==> config.mk <==
export PLATFORM = sky130hd
export DESIGN_NAME = chunk_uart_tx_flat
export DESIGN_NICKNAME = d
export VERILOG_FILES = /design/src/rtl/chunk_uart_tx_pkg.sv /design/src/rtl/chunk_uart_tx_if.sv /design/src/rtl/chunk_uart_tx_byte.sv /design/src/rtl/chunk_uart_tx.sv /design/src/flat_wrapper.sv
export SDC_FILE = /design/constraint.sdc
export NUM_CORES = 1
export LEC_CHECK = 0
export CORE_ASPECT_RATIO = 0.9
export CORE_UTILIZATION = 35
export DETAILED_ROUTE_END_ITERATION = 6
export HOLD_SLACK_MARGIN = 0.03
export PLACE_DENSITY = 0.62
export SKIP_LAST_GASP = 1
export SLEW_MARGIN = 5
export SYNTH_ARGS = -nofsm -noshare
export SYNTH_HDL_FRONTEND = slang
export SYNTH_SLANG_ARGS = --single-unit
export TNS_END_PERCENT = 1
==> constraint.sdc <==
create_clock -name CLK -period 3 [get_ports CLK]
set_input_delay 0.6 -clock CLK [delete_from_list [all_inputs] [get_ports CLK]]
set_output_delay 0.6 -clock CLK [all_outputs]
set_load 0.01 [all_outputs]
==> src/rtl/chunk_uart_tx_pkg.sv <==
// ============================================================================
// Module  : chunk_uart_tx_pkg
// Brief   : Shared state encoding, frame constants and byte-select helper
//           for the chunk UART transmitter.
// Revision: 1.0 - initial release
// ============================================================================
`default_nettype none

package chunk_uart_tx_pkg;

    typedef enum logic [2:0] {
        IDLE  = 3'd0,
        START = 3'd1,
        DATA  = 3'd2,
        STOP  = 3'd3,
        ACK   = 3'd4
    } state_t;

    localparam int FRAME_BYTES          = 3;
    localparam int DEFAULT_CLKS_PER_BIT = 104;

    // Byte 0 is the chunk type, bytes 1/2 are the payload low/high halves.
    function automatic logic [7:0] frame_byte(input logic [23:0] frame,
                                              input logic [1:0]  idx);
        logic [7:0] w_byte;
        case (idx)
            2'd0:    w_byte = frame[7:0];
            2'd1:    w_byte = frame[15:8];
            2'd2:    w_byte = frame[23:16];
            default: w_byte = 8'h00;
        endcase
        return w_byte;
    endfunction

endpackage

`default_nettype wire

==> src/rtl/chunk_uart_tx_if.sv <==
// ============================================================================
// Module  : chunk_uart_tx_if
// Brief   : Chunk producer to UART transmitter request/acknowledge bundle.
// Revision: 1.0 - initial release
// ============================================================================
`default_nettype none

interface chunk_uart_tx_if;

    logic        should_update;
    logic [7:0]  tx_chunk_type;
    logic [15:0] tx_chunk_bytes;
    logic        ack;
    logic        busy;

    modport master (
        output should_update,
        output tx_chunk_type,
        output tx_chunk_bytes,
        input  ack,
        input  busy
    );

    modport slave (
        input  should_update,
        input  tx_chunk_type,
        input  tx_chunk_bytes,
        output ack,
        output busy
    );

endinterface

`default_nettype wire

==> src/rtl/chunk_uart_tx_byte.sv <==
// ============================================================================
// Module  : uart_tx_byte
// Brief   : 8N1 serialiser for a single byte; done marks the last stop-bit
//           cycle so a new start can be accepted without a gap.
// Revision: 1.0 - initial release
// ============================================================================
`default_nettype none

module uart_tx_byte
    import chunk_uart_tx_pkg::*;
#(
    parameter int CLKS_PER_BIT = DEFAULT_CLKS_PER_BIT,
    parameter int CNT_WIDTH    = 8
) (
    input  wire logic       CLK,
    input  wire logic       RST,
    input  wire logic       start,
    input  wire logic [7:0] data,
    output logic            tx,
    output logic            done
);

    localparam logic [CNT_WIDTH-1:0] c_CNT_LAST = CNT_WIDTH'(CLKS_PER_BIT - 1);
    localparam logic [CNT_WIDTH-1:0] c_CNT_ONE  = CNT_WIDTH'(1);

    state_t               r_state;
    logic [CNT_WIDTH-1:0] r_cnt;
    logic [2:0]           r_bit_idx;
    logic [7:0]           r_shift;
    logic                 r_tx;

    logic w_bit_end;
    logic w_can_load;

    assign w_bit_end  = (r_cnt == c_CNT_LAST);
    assign w_can_load = (r_state == IDLE) || ((r_state == STOP) && w_bit_end);
    assign done       = (r_state == STOP) && w_bit_end;
    assign tx         = r_tx;

    always_ff @(posedge CLK or posedge RST) begin
        if (RST) begin
            r_state   <= IDLE;
            r_cnt     <= '0;
            r_bit_idx <= 3'd0;
            r_shift   <= 8'h00;
            r_tx      <= 1'b1;
        end else if (start && w_can_load) begin
            r_state   <= START;
            r_cnt     <= '0;
            r_bit_idx <= 3'd0;
            r_shift   <= data;
            r_tx      <= 1'b0;
        end else begin
            case (r_state)
                IDLE: begin
                    r_tx <= 1'b1;
                end
                START: begin
                    if (w_bit_end) begin
                        r_cnt     <= '0;
                        r_state   <= DATA;
                        r_bit_idx <= 3'd0;
                        r_tx      <= r_shift[0];
                    end else begin
                        r_cnt <= r_cnt + c_CNT_ONE;
                    end
                end
                DATA: begin
                    if (w_bit_end) begin
                        r_cnt <= '0;
                        if (r_bit_idx == 3'd7) begin
                            r_state <= STOP;
                            r_tx    <= 1'b1;
                        end else begin
                            // Shift register keeps the next bit at index 1.
                            r_bit_idx <= r_bit_idx + 3'd1;
                            r_shift   <= {1'b0, r_shift[7:1]};
                            r_tx      <= r_shift[1];
                        end
                    end else begin
                        r_cnt <= r_cnt + c_CNT_ONE;
                    end
                end
                STOP: begin
                    if (w_bit_end) begin
                        r_cnt   <= '0;
                        r_state <= IDLE;
                        r_tx    <= 1'b1;
                    end else begin
                        r_cnt <= r_cnt + c_CNT_ONE;
                    end
                end
                default: begin
                    r_state <= IDLE;
                    r_cnt   <= '0;
                    r_tx    <= 1'b1;
                end
            endcase
        end
    end

endmodule

`default_nettype wire

==> src/rtl/chunk_uart_tx.sv <==
// ============================================================================
// Module  : chunk_uart_tx
// Brief   : Sends one {type, payload} chunk as a gapless 3-byte 8N1 frame and
//           pulses ack once the final stop bit has completed.
// Revision: 1.0 - initial release
// ============================================================================
`default_nettype none

module chunk_uart_tx
    import chunk_uart_tx_pkg::*;
#(
    parameter int CLKS_PER_BIT = DEFAULT_CLKS_PER_BIT,
    parameter int CNT_WIDTH    = 8
) (
    input  wire logic       CLK,
    input  wire logic       RST,
    chunk_uart_tx_if.slave  bus,
    output logic            uart_tx
);

    localparam logic [1:0] c_LAST_BYTE = 2'(FRAME_BYTES - 1);

    state_t      r_state;
    logic [23:0] r_frame;
    logic [1:0]  r_byte_idx;
    logic        r_ack;
    logic        r_busy;

    logic        w_byte_done;
    logic        w_last_byte;
    logic        w_byte_start;
    logic [7:0]  w_byte_data;

    assign w_last_byte = (r_byte_idx == c_LAST_BYTE);

    // Byte starts are combinational so that the start bit follows the accept
    // edge by one cycle and successive bytes abut with no idle gap.
    assign w_byte_start = ((r_state == IDLE) && bus.should_update) ||
                          ((r_state == DATA) && w_byte_done && !w_last_byte);
    assign w_byte_data  = (r_state == IDLE) ? bus.tx_chunk_type
                                            : frame_byte(r_frame, r_byte_idx + 2'd1);

    assign bus.ack  = r_ack;
    assign bus.busy = r_busy;

    uart_tx_byte #(
        .CLKS_PER_BIT (CLKS_PER_BIT),
        .CNT_WIDTH    (CNT_WIDTH)
    ) u_byte (
        .CLK   (CLK),
        .RST   (RST),
        .start (w_byte_start),
        .data  (w_byte_data),
        .tx    (uart_tx),
        .done  (w_byte_done)
    );

    // DATA covers the whole three-byte serialisation; bit-level phases live
    // in the byte serialiser.
    always_ff @(posedge CLK or posedge RST) begin
        if (RST) begin
            r_state    <= IDLE;
            r_frame    <= 24'h000000;
            r_byte_idx <= 2'd0;
            r_ack      <= 1'b0;
            r_busy     <= 1'b0;
        end else begin
            case (r_state)
                IDLE: begin
                    r_ack <= 1'b0;
                    if (bus.should_update) begin
                        r_frame    <= {bus.tx_chunk_bytes, bus.tx_chunk_type};
                        r_byte_idx <= 2'd0;
                        r_busy     <= 1'b1;
                        r_state    <= DATA;
                    end
                end
                DATA: begin
                    if (w_byte_done) begin
                        if (w_last_byte) begin
                            r_state <= ACK;
                            r_ack   <= 1'b1;
                        end else begin
                            r_byte_idx <= r_byte_idx + 2'd1;
                        end
                    end
                end
                ACK: begin
                    r_ack   <= 1'b0;
                    r_busy  <= 1'b0;
                    r_state <= IDLE;
                end
                default: begin
                    r_ack   <= 1'b0;
                    r_busy  <= 1'b0;
                    r_state <= IDLE;
                end
            endcase
        end
    end

endmodule

`default_nettype wire

==> src/flat_wrapper.sv <==
// flat-port wrapper written by rule: the top's interface ports become plain ports
module chunk_uart_tx_flat import chunk_uart_tx_pkg::*;
#(
    parameter int CLKS_PER_BIT = DEFAULT_CLKS_PER_BIT,
    parameter int CNT_WIDTH    = 8
)
  (CLK, RST, uart_tx, bus_should_update, bus_tx_chunk_type, bus_tx_chunk_bytes, bus_ack, bus_busy);
  chunk_uart_tx_if bus_i ();
  input  wire logic CLK;
  input  wire logic RST;
  output logic uart_tx;
  input wire logic [$bits(bus_i.should_update)-1:0] bus_should_update;
  input wire logic [$bits(bus_i.tx_chunk_type)-1:0] bus_tx_chunk_type;
  input wire logic [$bits(bus_i.tx_chunk_bytes)-1:0] bus_tx_chunk_bytes;
  output wire logic [$bits(bus_i.ack)-1:0] bus_ack;
  output wire logic [$bits(bus_i.busy)-1:0] bus_busy;
  assign bus_i.should_update = bus_should_update;
  assign bus_i.tx_chunk_type = bus_tx_chunk_type;
  assign bus_i.tx_chunk_bytes = bus_tx_chunk_bytes;
  assign bus_ack = bus_i.ack;
  assign bus_busy = bus_i.busy;
  chunk_uart_tx #(.CLKS_PER_BIT(CLKS_PER_BIT), .CNT_WIDTH(CNT_WIDTH)) u_core (.CLK(CLK), .RST(RST), .bus(bus_i), .uart_tx(uart_tx));
endmodule
==> out/results.txt, run 1 <==
Run status -> complete, no violations
Most common cell after layout, fill and taps aside -> dfrtp_1
Met1 usage -> 19.0%
Clock buffer depth -> 2
Top Ports -> 30
Sw Ratio -> 22.6%
Die height -> 84.2 um
Met3 Use GR -> 3.35%
DR iter-0 viols -> 59
CORE AREA -> 0.00715 mm^2
Die width -> 93.3 um
Synth Register Bits -> 52
Largest stage delay on the critical path -> 0.50 ns
Critical path arrival -> 2.42 ns
Power, Total -> 1.16 mW
Final Hold Fails -> 0
Largest net degree at the start of global routing -> 29
Critical Path, Cell by Cell -> inv_1 > ha_1 > a211oi_1 > a31oi_4 > a211oi_2 > a21oi_1
Num rows -> 29
Placed cell area -> 0.00300 mm^2
P_sw -> 0.262 mW
WL/cell -> 14.4 um
PostCTS Resize Cnt -> 0
Sequential share of the synthesized area -> 49.6%
Initial antenna violation count -> 0
Post-synth EDFFs -> 0
Setup Skew -> 0.0135 ns
Starting Density -> 36.7%
Count of final setup violators -> 0
Final ANT Viol Nets -> 0
Pleak -> 1.40 nW
WHS Path Cells -> 2
Vias -> 1819
RSZ-0062 raised after global routing -> no
Setup Total Neg Slack -> 0 ns
Type of origin of the critical path -> register
HPWL Detailed -> 3660 um
Req. time, crit path -> 3.16 ns
Num CTS Buffers -> 5
Htree depth -> 2
Seq pwr share -> 60.3%
Commonest cells after routing, fill and taps aside -> 51 x dfrtp_1, 29 x clkdlybuf4s50_1, 25 x mux2_2
Drt first pass iters -> 4
DRC viols -> 0
Routability cong. -> 0.761
Number of buffers added on ports -> 29
Peak supply drop -> 0.000230 V
Reg2reg path depth -> 6
Vias per cell -> 5.12
Cell area after layout -> 0.00309 mm^2
Syn nets -> 271
Postcts setup bufs -> 0
Die area -> 0.00785 mm^2
Clock slew seen by the registers of the worst setup and hold paths -> 0.10 ns
Root Buffer -> clkbuf_8
Number of global-route vias before repair -> 1790
Async S/R FF share, synth -> 100%
Worst Tran Pin Value -> 0.680 ns
WS Path Type -> register to register
Fin. max-slew vios -> 0
Clock latency on the worst-skew pair -> 0.31 ns
Syn. warnings -> 0
Rel. slew slack -> 54.7%
Fin crit share -> 75.2%
Total track usage -> 14.0%
TritonCTS clock tree -> yes
M2 GR Usage -> 22.1%
Area delta synth->final -> 17.6%
Part of the power in combinational logic -> 4.5%
PD cells -> 376 mW/mm^2
Post-synthesis cell type count -> 43
Cell Area, Synth -> 0.00263 mm^2
Grt total ovfl -> 0
Final WL -> 5120 um
Internal -> 0.899 mW
Fmax -> 444 MHz
CP max stage cell -> a211oi_1
Crit end category -> register
Worst hold path type -> register to register
Hold_ws -> 0.513 ns
Final worst path period need -> 2.25 ns
Maxcap violations -> 0
Clock power frac -> 35.1%
Final #Nets -> 299
Top_reg_cell synth -> dfrtp_1
GR peak layer -> met2
Clock net sink count -> 52
Critical Path Fanout Max -> 22
Ant diodes -> 0
First-pass GRT wire length -> 8650 um
Fraction of layout cells with a size suffix above 1 -> 19.5%
Synthesized area per cell -> 11.3 um^2
Hold-fix buffers at CTS -> 0
Post-synthesis cell count -> 233
-- flip-flops by register name (all words and copies together), names as in the netlist --
signal,count
u_core.bus.ack,1
u_core.bus.busy,1
u_core.r_byte_idx,2
u_core.r_frame,24
u_core.r_state,2
u_core.u_byte.r_bit_idx,3
u_core.u_byte.r_cnt,8
u_core.u_byte.r_shift,8
u_core.u_byte.r_state,2
u_core.u_byte.tx,1
-- cell usage after synthesis, types with 8 or more instances --
cell	n	area share, %
a21oi_1	14	2.7
a222oi_1	8	3.0
dfrtp_1	51	49
ha_1	11	5.2
inv_1	10	1.4
mux2_2	25	11
nand2_1	10	1.4
nand3_1	13	2.5
nor2_1	11	1.6
nor3_1	9	1.7
o21ai_0	11	2.1
-- per-layer routing --
| metal | up-vias | part of all wire (%) |
|---|---|---|
| met5 | - | 0 |
| met4 | 0 | 0.94 |
| met3 | 5 | 3.4 |
| met2 | 27 | 47 |
| met1 | 881 | 49 |
| li1 | 906 | - |
-- per-stage QoR --
stage | std cells | setup slack, ns | utilization, %
3_5_place_dp | 347 | 0.509 | 42.0
4_1_cts | 355 | 0.725 | 43.2
6_report | 355 | 0.745 | 43.2
2_1_floorplan | 233 | 1.14 | -
3_3_place_gp | 347 | 0.600 | 42.0
5_1_grt | 355 | 0.543 | 43.2
-- power groups by stage --
| stage | Combinational, mW | Sequential [mW] | Clock [mW] |
|---|---|---|---|
| detailed placement | 0.0547 | 0.714 | 0 |
| global placement | 0.0547 | 0.714 | 0 |
| finish | 0.0528 | 0.700 | 0.408 |
| CTS | 0.0547 | 0.700 | 0.425 |
| global route | 0.0590 | 0.701 | 0.449 |
| floorplan | 0.0109 | 0.714 | 0 |
-- critical path, delay by kind of cell (launching register included) --
| kind | cells | cell delay [ns] |
|---|---|---|
| fa+ha+maj | 1 | 0.35 |
| compound gates | 4 | 1.21 |
| flops | 1 | 0.43 |
| buf+inv | 1 | 0.09 |
-- worst paths after layout --
kind                                           from                        to  slack, ns
hold / removal             u_core.u_byte.r_shift[7]  u_core.u_byte.r_shift[7]       0.51
min in group asynchronous                       RST         u_core.r_state[2]       0.65
setup reg to reg               u_core.r_byte_idx[0]  u_core.u_byte.r_shift[4]       0.75
hold reg to reg            u_core.u_byte.r_shift[7]  u_core.u_byte.r_shift[7]       0.51
max in group asynchronous                       RST  u_core.u_byte.r_shift[5]       1.69
setup / recovery               u_core.r_byte_idx[0]  u_core.u_byte.r_shift[4]       0.75
-- final cells by class --
class,count,area [um^2]
multi-input combinational,158,1220
fill,678,4060
inverter,10,37.5
timing repair buffer,34,328
clock inverter,2,16.3
clock buffer,6,72.6
sequential,52,1300
tap,93,116
-- logic make-up after synthesis --
kind of cell / after synthesis / share of synthesized area [%]
mux: 32 / 13.4
xor+xnor: 2 / 0.667
simple gates: 62 / 12.3
flops: 52 / 49.6
compound gates: 51 / 14.7
fa+ha+maj: 11 / 5.24
buf+inv: 23 / 4.10
(Power assumes the default switching activity.)
==> run 2: changes to the inputs <==
Settings changed: PLACE_DENSITY 0.62 to 0.64.
Clock period 3 ns to 1.9 ns, I/O delays scaled along.
==> run 2 against run 1 <==
Critical path depth down 1. Fmax rose by 21%. Via count is 4.7% higher. Highest routed layer unchanged. Sequential share of layout area fell by 2.3 points. Combinational power rose by 67%. Clock power up 57%. Power up 58%. Global-route usage rose by 1.2 points. Hold slack got worse by 0.24 ns. Core utilization rose by 2.5 points.
==> out/results.txt, run 2 (same netlist as run 1, synthesis figures left out) <==
Grt total ovfl -> 0
Largest net degree at the start of global routing -> 31
RSZ-0062 raised after global routing -> yes
Starting Density -> 36.7%
Num rows -> 29
FF-to-FF End -> u_core.u_byte.tx
Final Hold Fails -> 0
Final worst path period need -> 1.86 ns
TritonCTS clock tree -> yes
Commonest cells after routing, fill and taps aside -> 51 x dfrtp_1, 29 x clkdlybuf4s50_1, 25 x mux2_2
Initial antenna violation count -> 0
Fmax -> 536 MHz
Num CTS Buffers -> 5
Final worst setup slack -> 0.0358 ns
Worst Tran Pin Value -> 0.336 ns
Vias per cell -> 5.12
Flop2flop setup slack -> 0.04 ns
Number of buffers added on ports -> 29
WS Path Type -> register to register
Fraction of layout cells with a size suffix above 1 -> 24.7%
PD cells -> 562 mW/mm^2
Crit end category -> register
Dpl ws -> -0.0964 ns
Hold_ws -> 0.276 ns
Root Buffer -> clkbuf_8
CORE AREA -> 0.00715 mm^2
Total track usage -> 15.2%
Pleak -> 1.52 nW
Critical Path Fanout Max -> 5
First-pass GRT wire length -> 9550 um
Routability cong. -> 0.818
Run status -> complete, no violations
WL/cell -> 14.2 um
Clock buffer depth -> 2
Peak supply drop -> 0.000305 V
Type of origin of the critical path -> register
Clock net sink count -> 52
Setup Skew -> 0.0111 ns
Critical R2R Launch -> u_core.u_byte.r_cnt[7]
Die width -> 93.3 um
Maxcap violations -> 0
Final ANT Viol Nets -> 0
Clock latency on the worst-skew pair -> 0.31 ns
Vias -> 1905
Reg with most FFs -> u_core.r_frame
Final WL -> 5280 um
Top Ports -> 30
Req. time, crit path -> 2.14 ns
Worst hold path type -> input pin to asynchronous set/reset pin
Reg2reg path depth -> 5
Final #Nets -> 316
Largest registers -> u_core.r_frame: 24 flops, u_core.u_byte.r_cnt: 8 flops, u_core.u_byte.r_shift: 8 flops
Number of global-route vias before repair -> 2003
Power, Total -> 1.83 mW
Number of flip-flops under the largest register name -> 24
Fin. max-slew vios -> 0
Fin crit share -> 98.1%
HPWL Detailed -> 3840 um
Most common cell after layout, fill and taps aside -> dfrtp_1
Drt first pass iters -> 5
Die area -> 0.00785 mm^2
Clock slew seen by the registers of the worst setup and hold paths -> 0.10 ns
Htree depth -> 2
DR iter-0 viols -> 121
DRC viols -> 0
Count of final setup violators -> 0
Hold-fix buffers at CTS -> 0
Area delta synth->final -> 24.3%
Critical path arrival -> 2.11 ns
Die height -> 84.2 um
Rel. slew slack -> 77.6%
Ant diodes -> 0
-- run 2: cell type report --
cell class | instances | area [um^2]
clock buffers | 6 | 72.6
clock inverters | 2 | 16.3
fillers | 661 | 3880
inverters | 10 | 37.5
multi-input cells | 158 | 1230
flip-flops and latches | 52 | 1300
well taps | 93 | 116
repair buffers | 51 | 493
-- run 2: worst max-delay path by stage --
stage | startpoint | endpoint | slack, ns | cells past startpoint
6_report | u_core.u_byte.r_cnt[7] | u_core.u_byte.tx | 0.04 | 5
5_1_grt | u_core.u_byte.r_cnt[7] | u_core.u_byte.tx | -0.04 | 5
4_1_cts | u_core.u_byte.r_cnt[7] | u_core.r_byte_idx[0] | 0.05 | 7
3_5_place_dp | bus_should_update | u_core.u_byte.r_shift[6] | -0.1 | 8
3_3_place_gp | bus_should_update | u_core.u_byte.r_shift[6] | -0.06 | 8
2_1_floorplan | u_core.u_byte.r_cnt[3] | u_core.u_byte.r_shift[0] | 0.12 | 7
-- run 2: power by group --
group          internal, mW  switching [mW]
sequential             1.11               0
combinational        0.0544          0.0339
clock                 0.263           0.377
total                  1.42           0.411
-- run 2: repair_timing --
action,in CTS,in global routing
setup buffers,0,0
hold endpoints to repair,0,0
resized for setup,0,2
setup endpoints to repair,0,11
-- run 2: per-layer routing --
metal / GRT usage, % / routed length [um]
met1: 21.0 / 2570
met2: 24.3 / 2490
met3: 3.08 / 168
met4: 4.20 / 51
met5: 0 / 0
-- run 2: metrics by stage --
step,area (um^2),util (%),std cells,setup TNS (ns)
6_report,3260,45.7,372,0
4_1_cts,3250,45.5,372,0
3_5_place_dp,3170,44.3,364,-0.605
5_1_grt,3260,45.7,372,-0.117
3_3_place_gp,3170,44.3,364,-0.294
2_1_floorplan,2630,-,233,0
-- run 2: critical path, stage by stage, from the launching register on --
cell     delay, ns
dfrtp_1       0.39
or4b_4        0.57
nor2_4        0.18
buf_4         0.15
or3_1         0.18
mux2_2        0.35
==> run 3: changes to the inputs <==
Settings changed: ABC_AREA set to 1, CORE_MARGIN set to 10, PLACE_DENSITY 0.64 to not set, PLACE_DENSITY_LB_ADDON set to 0.12.
==> run 3 against run 2 <==
Critical path depth decreased by 4. Sequential power about the same. Fmax increased by 4.9%. Via count increased by 14%. Non-clock buffer count decreased by 14. Register-to-register slack improved by 0.13 ns. Cell area about the same. Clock skew increased by 0.00063 ns.
==> out/results.txt, run 3 <==
Final Hold Fails -> 0
Post-synth EDFFs -> 0
Worst Tran Pin Value -> 0.424 ns
Synth Register Bits -> 52
Most common cell after layout, fill and taps aside -> nand2_1
Count of final setup violators -> 0
Largest net degree at the start of global routing -> 34
Total track usage -> 10.8%
Critical Path Fanout Max -> 2
Peak supply drop -> 0.000333 V
WP buf/inv -> 1
Fmax -> 562 MHz
Die height -> 103 um
Setup Skew -> 0.0117 ns
Hold-fix buffers at CTS -> 0
Async S/R FF share, synth -> 100%
Top_reg_cell synth -> dfrtp_1
Vias -> 2178
Final #Nets -> 421
Grt total ovfl -> 0
WS Path Type -> register to primary output
Clock latency on the worst-skew pair -> 0.31 ns
Largest cells by area after synthesis -> dfrtp_1 47%, nand2_1 20%, ha_1 5.1%
Placed cell area -> 0.00315 mm^2
Commonest cells after routing, fill and taps aside -> 141 x nand2_1, 51 x dfrtp_1, 33 x inv_1
Syn. warnings -> 0
Yosys top cell area share -> 47.4%
WL/cell -> 12.3 um
Fraction of layout cells with a size suffix above 1 -> 8.33%
Most frequent cells after synthesis -> 142 x nand2_1, 51 x dfrtp_1, 34 x inv_1
Number of global-route vias before repair -> 2212
Largest registers -> u_core.r_frame: 24 flops, u_core.u_byte.r_cnt: 8 flops, u_core.u_byte.r_shift: 8 flops
Final worst path period need -> 1.78 ns
Fin. max-slew vios -> 0
Final ANT Viol Nets -> 0
RSZ-0062 raised after global routing -> yes
Final WL -> 5910 um
Number of buffers added on ports -> 29
CORE AREA -> 0.00751 mm^2
Cell Area, Synth -> 0.00269 mm^2
Area delta synth->final -> 21.3%
Postcts setup bufs -> 0
Largest stage delay on the critical path -> 0.56 ns
Maxcap violations -> 0
Most frequent cell after synthesis -> nand2_1
Type of origin of the critical path -> register
Drt first pass iters -> 4
Starting Density -> 35.9%
First-pass GRT wire length -> 10400 um
Critical path arrival -> 1.40 ns
Core Util, Final -> 43.5%
Die width -> 112 um
HPWL Detailed -> 4450 um
PD cells -> 607 mW/mm^2
Power, Total -> 1.98 mW
Crit end category -> primary output
Critical Path, Cell by Cell -> clkdlybuf4s50_1
Die area -> 0.0116 mm^2
Biggest area consumer among synthesized cells -> dfrtp_1
Fin crit share -> 93.6%
Largest delay share family, worst path -> flip-flops
Number of flip-flops under the largest register name -> 24
TritonCTS clock tree -> yes
Pleak -> 1.73 nW
Cell area after layout -> 0.00327 mm^2
Clock slew seen by the registers of the worst setup and hold paths -> 0.11 ns
Setup Total Neg Slack -> 0 ns
Clock net sink count -> 52
Root Buffer -> clkbuf_8
Num CTS Buffers -> 5
Top Ports -> 30
DR iter-0 viols -> 123
Synthesized area per cell -> 7.74 um^2
Initial antenna violation count -> 0
Run status -> complete, no violations
Post-synthesis cell count -> 348
Req. time, crit path -> 1.52 ns
Clock buffer depth -> 2
Num rows -> 30
Rel. slew slack -> 71.7%
Sequential share of the synthesized area -> 48.4%
DRC viols -> 0
Ant diodes -> 0
PostCTS Resize Cnt -> 0
Htree depth -> 2
Vias per cell -> 4.54
Reg with most FFs -> u_core.r_frame
Worst hold path type -> input pin to asynchronous set/reset pin
Routability cong. -> 0.767
Post-synthesis cell type count -> 27
Syn nets -> 386
CP max stage cell -> dfstp_2
run 3: cell count changes after synthesis, sizes merged, moves of 3 or more:
cell	delta
a211oi	-8
inv	+28
buf	-4
nor2b	-3
o21ai	+30
nand2	+136
nand2b	-4
nor3	-8
mux2i	-7
mux2	-25
a21oi	-9
a222oi	-8
nand3	+7
run 3: worst paths after layout:
kind,slack [ns],depth (start not counted),from,end
max,0.12,1,u_core.u_byte.tx,uart_tx
min,0.37,2,RST,u_core.u_byte.r_cnt[5]
max reg2reg,0.17,9,u_core.u_byte.r_cnt[0],u_core.u_byte.r_cnt[4]
min reg2reg,0.48,2,u_core.u_byte.r_shift[3],u_core.u_byte.r_shift[3]
max in group asynchronous,1.07,3,RST,u_core.r_frame[14]
min in group CLK,0.48,2,u_core.u_byte.r_shift[3],u_core.u_byte.r_shift[3]
run 3: stage by stage:
stage,cells,hold slack [ns],setup slack (ns)
final,480,0.375,0.122
after CTS,480,0.390,0.112
after floorplan,348,0.442,0.264
after global routing,480,0.415,-0.0437
after global placement,472,0.454,0.168
after detailed placement,472,0.461,0.115
run 3: area by class of cell:
cell class              count  area, um^2
inverters                  38         145
clock buffers               5        68.8
fillers                   803        4240
multi-input cells         249        1200
repair buffers             37         388
well taps                  96         120
flip-flops and latches     52        1300
clock inverters             3        42.5
run 3: worst register-to-register path, delay by kind of cell (launching register included):
family / cells / cell delay (ns)
buf+inv: 1 / 0.17
compound gates: 1 / 0.10
fa+ha+maj: 1 / 0.21
flops: 1 / 0.40
simple gates: 6 / 0.73
run 3: report_power, final:
part,internal [mW],switching (mW),total (mW)
Clock,0.391,0.392,0.783
Combinational,0.0556,0.0362,0.0919
Sequential,1.11,0,1.11
run 3: kinds of logic (layout without fill, tap and decap cells):
logic type,Yosys count,in the layout,synth area share (%)
AND/OR/NAND/NOR,185,185,28.4
flip-flops,52,52,48.4
AO/OA/AOI/OAI,50,50,9.94
buffers and inverters,47,83,7.20
adder cells (fa/ha/maj),11,11,5.11
XOR/XNOR,3,3,0.976
run 3: per-layer routing:
layer	share of wire (%)	wire (um)	up-vias	track usage, %
met5	0	0	-	0
met4	0.80	47	0	3.22
met3	3.7	220	4	2.71
met2	43	2540	41	16.6
met1	53	3100	971	14.7
li1	-	-	1162	-
